--- config.mk ---
export PLATFORM = sky130hd
export DESIGN_NAME = pong_game_ctrl_flat
export DESIGN_NICKNAME = d
export VERILOG_FILES = /design/src/rtl/pong_game_ctrl_if.sv /design/src/rtl/pong_game_ctrl.sv /design/src/flat_wrapper.sv
export SDC_FILE = /design/constraint.sdc
export NUM_CORES = 1
export LEC_CHECK = 0
export ABC_AREA = 0
export CAP_MARGIN = 20
export CORE_UTILIZATION = 54
export DETAILED_ROUTE_END_ITERATION = 10
export PLACE_DENSITY_LB_ADDON = 0.05
export SLEW_MARGIN = 0
export SYNTH_ARGS = -nofsm -noshare
export SYNTH_HDL_FRONTEND = slang
export SYNTH_SLANG_ARGS = --single-unit
--- constraint.sdc ---
create_clock -name clk -period 3.7 [get_ports clk]
set_input_delay 0.74 -clock clk [delete_from_list [all_inputs] [get_ports clk]]
set_output_delay 0.74 -clock clk [all_outputs]
set_load 0.02 [all_outputs]
--- src/rtl/pong_game_ctrl_if.sv ---
// Signal bundle between the Pong game controller and the rest of the game:
// button/frame/miss events in, mode, overlay, score and ball status out.
interface pong_game_ctrl_if;
    logic       start;
    logic       frame_tick;
    logic       miss_p1;
    logic       miss_p2;
    logic [1:0] state;
    logic       motion_en;
    logic       ball_rst;
    logic [1:0] text_sel;
    logic [3:0] score_p1;
    logic [3:0] score_p2;
    logic [1:0] balls_left;
    logic [1:0] winner;

    modport master (
        output start, frame_tick, miss_p1, miss_p2,
        input  state, motion_en, ball_rst, text_sel,
               score_p1, score_p2, balls_left, winner
    );

    modport slave (
        input  start, frame_tick, miss_p1, miss_p2,
        output state, motion_en, ball_rst, text_sel,
               score_p1, score_p2, balls_left, winner
    );
endinterface

--- src/rtl/pong_game_ctrl.sv ---
// Pong game sequencer: title screen, serve delay, rally, game-over hold,
// with BCD scoring, ball counting and winner selection. All outputs registered.
module pong_game_ctrl #(
    parameter int NEWBALL_FRAMES = 120,
    parameter int OVER_FRAMES    = 240,
    parameter int WIN_SCORE      = 7,
    parameter int BALLS          = 3
) (
    input  logic              clk,
    input  logic              rst_n,
    pong_game_ctrl_if.slave   bus
);

    localparam int TMAX = (NEWBALL_FRAMES > OVER_FRAMES) ? NEWBALL_FRAMES : OVER_FRAMES;
    localparam int TW   = ($clog2(TMAX + 1) > 8) ? $clog2(TMAX + 1) : 8;

    localparam logic [TW-1:0] NB_LOAD    = TW'(NEWBALL_FRAMES);
    localparam logic [TW-1:0] OVER_LOAD  = TW'(OVER_FRAMES);
    localparam logic [3:0]    WIN        = 4'(WIN_SCORE);
    localparam logic [1:0]    BALLS_INIT = 2'(BALLS);

    typedef enum logic [1:0] {
        TITLE   = 2'b00,
        NEWBALL = 2'b01,
        PLAY    = 2'b10,
        OVER    = 2'b11
    } state_t;

    state_t        state_q,  state_d;
    logic [TW-1:0] timer,    timer_d;
    logic          start_q;
    logic          motion_en_q, motion_en_d;
    logic          ball_rst_q,  ball_rst_d;
    logic [1:0]    text_sel_q,  text_sel_d;
    logic [3:0]    score_p1_q,  score_p1_d;
    logic [3:0]    score_p2_q,  score_p2_d;
    logic [1:0]    balls_q,     balls_d;
    logic [1:0]    winner_q,    winner_d;
    logic [3:0]    s1_upd, s2_upd;
    logic [1:0]    balls_upd;
    logic          start_rise;
    logic          any_miss;

    function automatic logic [3:0] sat_inc(input logic [3:0] s);
        return (s >= 4'd9) ? 4'd9 : s + 4'd1;
    endfunction

    function automatic logic [1:0] floor_dec(input logic [1:0] b);
        return (b == 2'd0) ? 2'd0 : b - 2'd1;
    endfunction

    function automatic logic [1:0] pick_winner(input logic [3:0] s1, input logic [3:0] s2);
        if (s1 > s2)      return 2'b01;
        else if (s2 > s1) return 2'b10;
        else              return 2'b11;
    endfunction

    assign start_rise = bus.start & ~start_q;
    assign any_miss   = bus.miss_p1 | bus.miss_p2;
    assign s1_upd     = bus.miss_p2 ? sat_inc(score_p1_q) : score_p1_q;
    assign s2_upd     = bus.miss_p1 ? sat_inc(score_p2_q) : score_p2_q;
    assign balls_upd  = floor_dec(balls_q);

    always_comb begin
        state_d    = state_q;
        timer_d    = timer;
        score_p1_d = score_p1_q;
        score_p2_d = score_p2_q;
        balls_d    = balls_q;
        winner_d   = winner_q;

        case (state_q)
            TITLE: begin
                score_p1_d = 4'd0;
                score_p2_d = 4'd0;
                balls_d    = BALLS_INIT;
                winner_d   = 2'b00;
                if (start_rise) begin
                    state_d = NEWBALL;
                    timer_d = NB_LOAD;
                end
            end
            NEWBALL: begin
                if (timer == '0)
                    state_d = PLAY;
                else if (bus.frame_tick)
                    timer_d = timer - TW'(1);
            end
            PLAY: begin
                // a miss wins over frame_tick; frame_tick is unused during a rally
                if (any_miss) begin
                    score_p1_d = s1_upd;
                    score_p2_d = s2_upd;
                    balls_d    = balls_upd;
                    if (balls_upd == 2'd0 || s1_upd == WIN || s2_upd == WIN) begin
                        state_d  = OVER;
                        timer_d  = OVER_LOAD;
                        winner_d = pick_winner(s1_upd, s2_upd);
                    end else begin
                        state_d = NEWBALL;
                        timer_d = NB_LOAD;
                    end
                end
            end
            OVER: begin
                if (timer == '0) begin
                    state_d    = TITLE;
                    score_p1_d = 4'd0;
                    score_p2_d = 4'd0;
                    balls_d    = BALLS_INIT;
                    winner_d   = 2'b00;
                end else if (bus.frame_tick) begin
                    timer_d = timer - TW'(1);
                end
            end
            default: state_d = TITLE;
        endcase

        // outputs follow the next state so they line up with the registered state
        ball_rst_d  = (state_d == NEWBALL) && (state_q != NEWBALL);
        motion_en_d = (state_d == PLAY);
        case (state_d)
            TITLE:   text_sel_d = 2'b00;
            OVER:    text_sel_d = 2'b10;
            default: text_sel_d = 2'b01;
        endcase
    end

    always_ff @(posedge clk) begin
        if (!rst_n) begin
            state_q     <= TITLE;
            timer       <= '0;
            start_q     <= 1'b1;
            motion_en_q <= 1'b0;
            ball_rst_q  <= 1'b0;
            text_sel_q  <= 2'b00;
            score_p1_q  <= 4'd0;
            score_p2_q  <= 4'd0;
            balls_q     <= BALLS_INIT;
            winner_q    <= 2'b00;
        end else begin
            state_q     <= state_d;
            timer       <= timer_d;
            start_q     <= bus.start;
            motion_en_q <= motion_en_d;
            ball_rst_q  <= ball_rst_d;
            text_sel_q  <= text_sel_d;
            score_p1_q  <= score_p1_d;
            score_p2_q  <= score_p2_d;
            balls_q     <= balls_d;
            winner_q    <= winner_d;
        end
    end

    assign bus.state      = state_q;
    assign bus.motion_en  = motion_en_q;
    assign bus.ball_rst   = ball_rst_q;
    assign bus.text_sel   = text_sel_q;
    assign bus.score_p1   = score_p1_q;
    assign bus.score_p2   = score_p2_q;
    assign bus.balls_left = balls_q;
    assign bus.winner     = winner_q;

endmodule
--- src/flat_wrapper.sv ---
// flat-port wrapper written by rule: the top's interface ports become plain ports
module pong_game_ctrl_flat 
#(
    parameter int NEWBALL_FRAMES = 120,
    parameter int OVER_FRAMES    = 240,
    parameter int WIN_SCORE      = 7,
    parameter int BALLS          = 3
)
  (clk, rst_n, bus_start, bus_frame_tick, bus_miss_p1, bus_miss_p2, bus_state, bus_motion_en, bus_ball_rst, bus_text_sel, bus_score_p1, bus_score_p2, bus_balls_left, bus_winner);
  pong_game_ctrl_if bus_i ();
  input  logic clk;
  input  logic rst_n;
  input wire logic [$bits(bus_i.start)-1:0] bus_start;
  input wire logic [$bits(bus_i.frame_tick)-1:0] bus_frame_tick;
  input wire logic [$bits(bus_i.miss_p1)-1:0] bus_miss_p1;
  input wire logic [$bits(bus_i.miss_p2)-1:0] bus_miss_p2;
  output wire logic [$bits(bus_i.state)-1:0] bus_state;
  output wire logic [$bits(bus_i.motion_en)-1:0] bus_motion_en;
  output wire logic [$bits(bus_i.ball_rst)-1:0] bus_ball_rst;
  output wire logic [$bits(bus_i.text_sel)-1:0] bus_text_sel;
  output wire logic [$bits(bus_i.score_p1)-1:0] bus_score_p1;
  output wire logic [$bits(bus_i.score_p2)-1:0] bus_score_p2;
  output wire logic [$bits(bus_i.balls_left)-1:0] bus_balls_left;
  output wire logic [$bits(bus_i.winner)-1:0] bus_winner;
  assign bus_i.start = bus_start;
  assign bus_i.frame_tick = bus_frame_tick;
  assign bus_i.miss_p1 = bus_miss_p1;
  assign bus_i.miss_p2 = bus_miss_p2;
  assign bus_state = bus_i.state;
  assign bus_motion_en = bus_i.motion_en;
  assign bus_ball_rst = bus_i.ball_rst;
  assign bus_text_sel = bus_i.text_sel;
  assign bus_score_p1 = bus_i.score_p1;
  assign bus_score_p2 = bus_i.score_p2;
  assign bus_balls_left = bus_i.balls_left;
  assign bus_winner = bus_i.winner;
  pong_game_ctrl #(.NEWBALL_FRAMES(NEWBALL_FRAMES), .OVER_FRAMES(OVER_FRAMES), .WIN_SCORE(WIN_SCORE), .BALLS(BALLS)) u_core (.clk(clk), .rst_n(rst_n), .bus(bus_i));
endmodule
==> impl_metrics.csv, run 1 <==
group,metric,value,unit
run_status,outcome,"finished, violations left",
run_status,violations,"DRC",
layout,fillers,241,
detailed_routing,wl_met3,156,um
logic_synthesis,syn_inst,192,
sta,tightest_slew,0.924,ns
min_path,hold_path_end,"u_core.bus.balls_left[0]",
global_routing,grt_max_degree,32,
critical_path,startpoint_type,"input pin",
logic_synthesis,syn_nets,213,
layout,drive_above_1_share,0.0664,
logic_synthesis,ys_async_sr_fraction,0,
critical_path,worstPathRequired,3.94,ns
sta,finalCritPeriodShare,0.807,
sta,layout_setup_ws,0.715,ns
layout,final_cell_mix,"27 x dfxtp_1, 23 x clkdlybuf4s50_1, 15 x ha_1, 14 x nor2_1, 11 x o21ai_0",
clock_network,clockBufferDepth,2,
layout,fin_nets,233,
sta,fin_skew,0.00900,ns
floorplanning,die_x,57.4,um
clock_network,cts.repair.resized,0,
floorplanning,pin_count,24,
logic_synthesis,synth_flop_cell,"dfxtp_1",
clock_network,cts.sinks,27,
clock_network,clk_root_buffer_cell,"clkbuf_4",
clock_network,postCtsHoldBufs,0,
power,power_frac_comb,0.234,
layout,ff_latch_area,541,um^2
layout,multi_input_area,1040,um^2
layout,final_common_cell,"dfxtp_1",
logic_synthesis,yosysUniqueCellTypes,49,
power,clkPwrFrac,0.213,
critical_path,crit_path_end_kind,"flop",
placement,port_buffers,23,
detailed_routing,top_layer,"met4",
critical_path,reg2regPathDepth,10,
power,switching_share,0.311,
global_routing,grt_usage,0.229,
logic_synthesis,synth_edf_count,0,
detailed_routing,vias,1458,
min_path,hold_depth,2,
min_path,hp-start,"u_core.bus.balls_left[0]",
power,seq_power_share,0.553,
clock_network,post-cts-setup-buffer-count,0,
critical_path,reg2reg_slack,0.85,ns
detailed_routing,postRouteWirelength,3.46,mm
detailed_routing,wl_met1,1.50,mm
layout,diodes,0,
sta,final_hold_viol_count,0,
floorplanning,die_y,57.4,um
clock_network,htree_levels,1,
power,power.switching,186,uW
placement,place.gp.congestion,0.848,
sta,maxSlewHeadroom,0.382,
sta,drv_slew,0,
critical_path,critPathMaxStageDelay,0.61,ns
detailed_routing,first_pass_iters,7,
floorplanning,initial_core_util,0.586,
logic_synthesis,synthesis.yosys.warnings,0,
global_routing,grt_pass1_vias,1411,
layout,syn2layout_area_growth,15.5,%
power,irDropWorstVdd,0.288,mV
critical_path,worstPathMaxFanout,12,
floorplanning,coreArea,2830,um^2
detailed_routing,antenna_left,0,
flow_run,maxCapViolCount,0,
sta,setup_tns,0,ns
critical_path,cpMaxStageDelayCell,"clkdlybuf4s50_1",
detailed_routing,routedWlPerCell,14.3,um
sta,rsz0062_at_grt,"no",
detailed_routing,drt_iter0_drc,78,
sta,setup_viol,0,
clock_network,cts-buffers-inserted,3,
power,power.leakage,0.000731,uW
sta,fin_crit,2.99,ns
detailed_routing,wl_met2,1.74,mm
critical_path,reg2reg_to,"u_core.bus.text_sel[0]",
global_routing,grt_pass1_wl,5.99,mm
global_routing,antenna_found_initial,0,
floorplanning,rows,19,
logic_synthesis,avgSynthCellArea,8.63,um^2
sta,max_freq,0.335,GHz
clock_network,cts_tree,"yes",
critical_path,critical_path_class,"input pin to flop",
placement,dp_hpwl,2.53,mm
clock_network,clk_pin_slew_worst_paths,0.15,ns
min_path,hp-class,"flop to flop",
logic_synthesis,synth_seq_cells,27,
placement,dp_slack,0.373,ns
global_routing,grt_overflow,0,
detailed_routing,drc,1,
clock_network,insertion_delay,0.33,ns
detailed_routing,avgViaCountPerCell,6.02,
critical_path,crit_arrival,3.22,ns
power,internal-power,414,uW
logic_synthesis,synth.cell_area,1660,um^2
floorplanning,dieArea,3290,um^2
power,power_density,314,nW/um^2
critical_path,worstReg2RegStart,"u_core.bus.score_p2[0]",
critical_path,crit_chain,"clkdlybuf4s50_1 -> xor2_1 -> nor2_1 -> a21oi_1 -> a311o_2 -> o311a_1 -> or2_1 -> ha_1 -> and2_1",
logic_synthesis,yosysSeqAreaShare,0.326,
area by class of cell:
class                      instances  share of cell area
clock buffer                       3              0.0118
sequential                        27               0.283
timing repair buffer              23               0.120
clock inverter                     1             0.00262
inverter                          10              0.0196
multi-input combinational        147               0.543
tap                               31              0.0203
worst max-delay path: cells and delay by family:
kind                       cells  cell delay, ns
xor gates and xnor gates       1            0.23
AOI/OAI and AO/OA              3            0.83
and+or+nand+nor                3            0.53
buffers and inverters          1            0.61
adders and majority gates      1            0.28
cell families after synthesis:
logic type,share of synthesized area
buf+inv,0.0468
xor+xnor,0.0264
mux,0.0189
flops,0.326
simple gates,0.265
compound gates,0.203
fa+ha+maj,0.113
power by group through the flow:
| stage | clock network, uW | logic (uW) | registers (uW) |
|---|---|---|---|
| after floorplan | 0 | 106 | 337 |
| after global placement | 0 | 136 | 337 |
| after detailed placement | 0 | 141 | 337 |
| after CTS | 131 | 141 | 331 |
| after global routing | 145 | 156 | 336 |
| final | 128 | 140 | 332 |
per-layer routing:
layer | vias to the layer above | global-route usage
met5 | - | 0
met4 | 0 | 0.125
met3 | 6 | 0.0249
met2 | 44 | 0.385
met1 | 683 | 0.286
li1 | 725 | -
synth_stat cells, drive strengths merged, types with 2 or more instances:
cell type | count | share of area
dfxtp | 27 | 0.33
ha | 15 | 0.11
nor2 | 14 | 0.032
o21ai | 12 | 0.036
a21oi | 10 | 0.032
and2 | 10 | 0.039
inv | 10 | 0.023
nand3 | 9 | 0.027
nor2b | 9 | 0.034
o21a | 9 | 0.041
nand2 | 7 | 0.016
nor3 | 6 | 0.021
clkbuf | 5 | 0.011
nand2b | 4 | 0.015
nor3b | 4 | 0.018
a22oi | 3 | 0.014
buf | 3 | 0.013
xor2 | 3 | 0.016
a21boi | 2 | 0.0091
and3 | 2 | 0.0076
mux2i | 2 | 0.012
nand4 | 2 | 0.0076
nor4 | 2 | 0.017
nor4b | 2 | 0.011
o311a | 2 | 0.013
xnor2 | 2 | 0.011
sequential cells by signal, indices dropped and copies added (netlist names):
signal                 count
u_core.bus.text_sel        2
u_core.bus.winner          2
u_core.bus.state           2
u_core.timer               8
u_core.bus.ball_rst        1
u_core.bus.balls_left      2
u_core.bus.score_p1        4
u_core.start_q             1
u_core.bus.score_p2        4
u_core.bus.motion_en       1
worst max-delay path by stage:
stage / startpoint / endpoint / slack, ns
after floorplan: u_core.bus.score_p2[0] / u_core.bus.text_sel[0] / 0.97
after global placement: bus_miss_p2 / u_core.bus.text_sel[0] / 0.44
after detailed placement: bus_miss_p2 / u_core.bus.text_sel[0] / 0.37
after CTS: bus_miss_p2 / u_core.bus.text_sel[0] / 0.73
after global routing: bus_miss_p2 / u_core.bus.text_sel[0] / 0.59
final: bus_miss_p2 / u_core.bus.text_sel[0] / 0.71
stage by stage:
step | cell area, um^2 | util | hold WS (ns) | power, uW | cells
after global routing | 1910 | 0.676 | 0.582 | 636 | 242
after detailed placement | 1890 | 0.667 | 0.515 | 478 | 238
after global placement | 1890 | 0.667 | 0.496 | 474 | 238
after CTS | 1910 | 0.676 | 0.547 | 604 | 242
after floorplan | 1660 | - | 0.552 | 443 | 192
final | 1910 | 0.676 | 0.548 | 600 | 242
Power figures use the tool's default switching activity.
==> run 2, diff against run 1 <==
--- a/config.mk
+++ b/config.mk
@@ -7,7 +7,7 @@
 export LEC_CHECK = 0
 export ABC_AREA = 0
 export CAP_MARGIN = 20
-export CORE_UTILIZATION = 54
+export CORE_UTILIZATION = 49
 export DETAILED_ROUTE_END_ITERATION = 10
 export PLACE_DENSITY_LB_ADDON = 0.05
 export SLEW_MARGIN = 0
==> constraint.sdc (replaced) <==
create_clock -name clk -period 2.4 [get_ports clk]
set_input_delay 0.48 -clock clk [delete_from_list [all_inputs] [get_ports clk]]
set_output_delay 0.48 -clock clk [all_outputs]
set_load 0.02 [all_outputs]
==> run 2 against run 1 <==
The flow finishes with violations (setup timing); worst hold slack got worse by 0.017 ns; clock-buffer cell count rose by 1; combinational power rose by 88%; die area rose by 9.9%; clock skew fell by 0.0066 ns; setup slack got worse by 0.74 ns.
==> impl_metrics.csv, run 2 (synthesis gave the netlist of run 1 again) <==
group,metric,value,unit
critical_path,worstPathMaxFanout,5,
sta,max_freq,0.413,GHz
clock_network,clk_root_buffer_cell,"clkbuf_4",
layout,largest_reg_flops,8,
layout,fillers,243,
layout,final_cell_mix,"32 x buf_4, 23 x dfxtp_1, 21 x clkdlybuf4s50_1, 13 x nor2_1, 10 x ha_1",
critical_path,critPathMaxStageDelay,0.40,ns
critical_path,reg2reg_slack,-0.02,ns
critical_path,worstPathRequired,2.63,ns
floorplanning,initial_core_util,0.530,
layout,final_common_cell,"buf_4",
power,power_density,414,nW/um^2
floorplanning,rows,20,
floorplanning,die_y,60.1,um
sta,drv_slew,0,
sta,layout_setup_ws,-0.0202,ns
global_routing,grt_max_degree,15,
global_routing,grt_pass1_vias,1548,
layout,fin_nets,266,
sta,holdWs,0.531,ns
global_routing,grt_usage,0.242,
layout,final_core_util,0.742,
clock_network,cts-buffers-inserted,3,
detailed_routing,postRouteWirelength,4.09,mm
global_routing,grt_overflow,0,
layout,drive_above_1_share,0.291,
floorplanning,dieArea,3620,um^2
layout,top_register,"u_core.timer",
layout,final_area,2320,um^2
placement,placed_cell_area,2160,um^2
power,fin_total_pwr,962,uW
critical_path,crit_arrival,2.65,ns
detailed_routing,routedWlPerCell,14.2,um
critical_path,startpoint_type,"flop",
sta,rsz0062_at_grt,"yes",
detailed_routing,antenna_left,0,
detailed_routing,vias,1597,
critical_path,crit_path_end_kind,"flop",
critical_path,crit_chain,"inv_2 -> ha_4 -> nor3b_4 -> nor2b_1 -> o22ai_2 -> a311o_2 -> o311a_1 -> or2_1 -> ha_2 -> and2_1",
min_path,hp-class,"flop to flop",
sta,fin_skew,0.00237,ns
layout,diodes,0,
sta,final_hold_viol_count,0,
clock_network,htree_levels,1,
sta,setup_tns,-0.0308,ns
power,irDropWorstVdd,0.338,mV
floorplanning,pin_count,24,
detailed_routing,drt_iter0_drc,72,
clock_network,cts_tree,"yes",
critical_path,critical_path_class,"flop to flop",
floorplanning,coreArea,3130,um^2
global_routing,antenna_found_initial,0,
sta,finalCritPeriodShare,1.01,
detailed_routing,avgViaCountPerCell,5.55,
sta,maxSlewHeadroom,0.644,
placement,port_buffers,23,
detailed_routing,drc,0,
layout,syn2layout_area_growth,40.2,%
detailed_routing,first_pass_iters,4,
sta,tightest_slew,0.530,ns
sta,fin_crit,2.42,ns
critical_path,critPathBufInv,1,
global_routing,grt_pass1_wl,6.62,mm
sta,setup_viol,2,
critical_path,cp_top_family,"compound AO/OA/AOI/OAI gates",
clock_network,insertion_delay,0.32,ns
flow_run,maxCapViolCount,0,
placement,place.gp.congestion,0.832,
placement,dp_hpwl,3.03,mm
floorplanning,die_x,60.1,um
clock_network,clockBufferDepth,2,
clock_network,clk_pin_slew_worst_paths,0.14,ns
run_status,violations,"setup timing",
run_status,outcome,"finished, violations left",
power,power.leakage,0.000946,uW
critical_path,cpMaxStageDelayCell,"dfxtp_4",
clock_network,cts.sinks,27,
==> run 2: cell count changes in the layout (fill, tap and decap cells not counted), sizes merged <==
cell and delta:
buf +33, clkbuf +1, clkdlybuf4s50 -2, clkinv -1
dlygate4sd2 +1, dlymetal6s2s +1
==> run 2: final timing paths <==
check,from,endpoint,depth (start not counted)
max,u_core.bus.score_p1[0],u_core.bus.text_sel[0],10
max reg2reg,u_core.bus.score_p1[0],u_core.bus.text_sel[0],10
min,u_core.bus.balls_left[0],u_core.bus.balls_left[0],2
min reg2reg,u_core.bus.balls_left[0],u_core.bus.balls_left[0],2
==> run 2: layout make-up <==
cell class | count | area (um^2) | share of cell area
Timing Repair Buffer | 56 | 492 | 0.212
Tap cell | 44 | 55.1 | 0.0237
Inverter | 10 | 40.0 | 0.0172
Multi-Input combinational cell | 147 | 1150 | 0.497
Sequential cell | 27 | 556 | 0.239
Clock buffer | 4 | 26.3 | 0.0113
==> run 2: timing repair <==
action | 4_1_cts | 5_1_grt
hold buffers | 0 | 0
buffers inserted | 3 | 3
endpoints found under the setup margin | 5 | 6
pin swaps | 3 | 7
gates resized for setup | 8 | 16
==> run 2: metal layers <==
| metal | part of all wire | track usage | vias to the layer above |
|---|---|---|---|
| met3 | 0.025 | 0.0238 | 12 |
| li1 | - | - | 794 |
| met2 | 0.51 | 0.424 | 34 |
| met5 | 0 | 0 | - |
| met1 | 0.44 | 0.287 | 757 |
| met4 | 0.023 | 0.126 | 0 |
==> run 2: stage by stage <==
| stage | worst slack [ns] | instances |
|---|---|---|
| after floorplan | -0.0438 | 192 |
| after global placement | -0.482 | 278 |
| after detailed placement | -0.537 | 278 |
| after CTS | -0.0220 | 285 |
| after global routing | -0.117 | 288 |
| final | -0.0202 | 288 |
==> run 2: worst register-to-register path: stages (launching register included) <==
cell and delay, ns:
dfxtp_4 0.40, inv_2 0.05, ha_4 0.14, nor3b_4 0.14, nor2b_1 0.14, o22ai_2 0.09
a311o_2 0.40, o311a_1 0.31, or2_1 0.25, ha_2 0.25, and2_1 0.15
==> run 2: power breakdown <==
part / switching [uW] / internal [uW]
clock network: 130 / 65.0
registers: 31.9 / 473
logic: 137 / 125
total: 299 / 663
==> run 3, diff against run 2 <==
--- a/config.mk
+++ b/config.mk
@@ -10,6 +10,7 @@
 export CORE_UTILIZATION = 49
 export DETAILED_ROUTE_END_ITERATION = 10
 export PLACE_DENSITY_LB_ADDON = 0.05
+export RECOVER_POWER = 50
 export SLEW_MARGIN = 0
 export SYNTH_ARGS = -nofsm -noshare
 export SYNTH_HDL_FRONTEND = slang
==> run 3 against run 2 <==
The run still ends with setup timing left; setup slack got worse by 0.0061 ns; core utilization down 0.44 points; clock-buffer cell count did not move; non-clock buffer count did not move; routed wire length fell by 0.71%; maximum frequency down 0.25%; critical path type unchanged; largest cell class unchanged.
==> impl_metrics.csv, run 3 (synthesis gave the netlist of run 1 again) <==
group,metric,value,unit
power,power_frac_comb,0.266,
placement,port_buffers,23,
global_routing,grt_max_degree,15,
layout,final_core_util,0.738,
sta,setup_tns,-0.0660,ns
global_routing,grt_usage,0.242,
critical_path,cp-startpoint,"u_core.bus.score_p1[0]",
layout,drive_above_1_share,0.287,
detailed_routing,vias,1596,
clock_network,cts_tree,"yes",
min_path,hp-class,"flop to flop",
critical_path,cp_top_family,"compound AO/OA/AOI/OAI gates",
layout,stdcell_count,288,
global_routing,grt_pass1_vias,1548,
layout,final_cell_mix,"32 x buf_4, 23 x dfxtp_1, 13 x nor2_1, 12 x dlygate4sd3_1, 10 x ha_1",
floorplanning,dieArea,3620,um^2
critical_path,critPathMaxStageDelay,0.40,ns
critical_path,cpMaxStageDelayCell,"dfxtp_4",
sta,layout_setup_ws,-0.0263,ns
sta,holdWs,0.528,ns
layout,final_common_cell,"buf_4",
detailed_routing,antenna_left,0,
placement,place.gp.congestion,0.832,
sta,fin_skew,0.00413,ns
sta,fin_crit,2.43,ns
clock_network,clk_root_buffer_cell,"clkbuf_4",
sta,maxSlewHeadroom,0.445,
power,irDropWorstVdd,0.335,mV
critical_path,worstPathRequired,2.63,ns
floorplanning,pin_count,24,
clock_network,cts-buffers-inserted,3,
power,switching_share,0.307,
run_status,outcome,"finished, violations left",
power,clkPwrFrac,0.204,
floorplanning,die_y,60.1,um
sta,setup_viol,3,
floorplanning,die_x,60.1,um
layout,fin_nets,266,
global_routing,grt_overflow,0,
floorplanning,coreArea,3130,um^2
detailed_routing,postRouteWirelength,4.06,mm
detailed_routing,first_pass_iters,4,
global_routing,antenna_found_initial,0,
clock_network,clockBufferDepth,2,
clock_network,htree_levels,1,
power,power.switching,292,uW
power,power.leakage,0.000969,uW
layout,top_register,"u_core.timer",
placement,dp_hpwl,3.03,mm
critical_path,crit_arrival,2.66,ns
layout,syn2layout_area_growth,39.4,%
clock_network,clk_pin_slew_worst_paths,0.14,ns
sta,max_freq,0.412,GHz
critical_path,worstPathMaxFanout,5,
layout,diodes,0,
placement,dp_cells,278,
min_path,hp-start,"u_core.bus.balls_left[0]",
clock_network,cts.sinks,27,
placement,dp_slack,-0.537,ns
sta,rsz0062_at_grt,"yes",
sta,finalCritPeriodShare,1.01,
sta,tightest_slew,0.826,ns
flow_run,maxCapViolCount,0,
critical_path,crit_path_end_kind,"flop",
critical_path,startpoint_type,"flop",
floorplanning,initial_core_util,0.530,
critical_path,crit_chain,"inv_2 -> ha_4 -> nor3b_4 -> nor2b_1 -> o22ai_2 -> a311o_2 -> o311a_1 -> or2_1 -> ha_2 -> and2_1",
power,internal-power,658,uW
critical_path,worstReg2RegStart,"u_core.bus.score_p1[0]",
run_status,violations,"setup timing",
global_routing,grt_pass1_wl,6.62,mm
sta,drv_slew,0,
detailed_routing,drc,0,
clock_network,insertion_delay,0.32,ns
sta,final_hold_viol_count,0,
layout,largest_reg_flops,8,
detailed_routing,drt_iter0_drc,94,
floorplanning,rows,20,
detailed_routing,routedWlPerCell,14.1,um
critical_path,critical_path_class,"flop to flop",
detailed_routing,avgViaCountPerCell,5.54,
power,power_density,412,nW/um^2
power,seq_power_share,0.530,
critical_path,critPathBufInv,1,
[run 3: layer usage]
layer,vias up,part of all wire,GRT usage
met1,754,0.43,0.287
met2,38,0.52,0.424
met3,12,0.031,0.0238
met4,0,0.024,0.126
li1,792,-,-
met5,-,0,0
[run 3: timing repair]
item | 4_1_cts | 5_1_grt
endpoints found under the setup margin | 5 | 6
buffers inserted | 3 | 3
hold buffers | 0 | 0
pin swaps | 3 | 7
gates resized for setup | 8 | 16
[run 3: cell type report]
class,count,area [um^2]
flip-flops and latches,27,556
fillers,247,820
well taps,44,55.1
repair buffers,56,492
inverters,10,40.0
clock buffers,4,26.3
multi-input cells,147,1140
[run 3: power groups by stage]
| stage | Sequential (uW) | Combinational [uW] | Clock, uW |
|---|---|---|---|
| after global routing | 508 | 281 | 218 |
| final | 503 | 253 | 194 |
| after CTS | 504 | 252 | 205 |
| after detailed placement | 514 | 250 | 0 |
| after floorplan | 515 | 164 | 0 |
| after global placement | 513 | 240 | 0 |
[run 3: tightest hold or removal path: cells and delay by family, from the launching register on]
kind	cells	cell delay, ns
flip-flops	1	0.37
multiplexers	1	0.08
AND/OR/NAND/NOR	1	0.06
[run 3: path summary, 6_finish.rpt]
kind                               to  slack, ns  cells past startpoint
max            u_core.bus.text_sel[0]      -0.03                     10
min          u_core.bus.balls_left[0]       0.53                      2
max reg2reg    u_core.bus.text_sel[0]      -0.03                     10
min reg2reg  u_core.bus.balls_left[0]       0.53                      2
[run 3: stage by stage]
step | cell area (um^2) | total power [uW]
after detailed placement | 2160 | 765
final | 2310 | 950
after floorplan | 1700 | 679
after global routing | 2310 | 1010
after CTS | 2230 | 962
after global placement | 2160 | 753
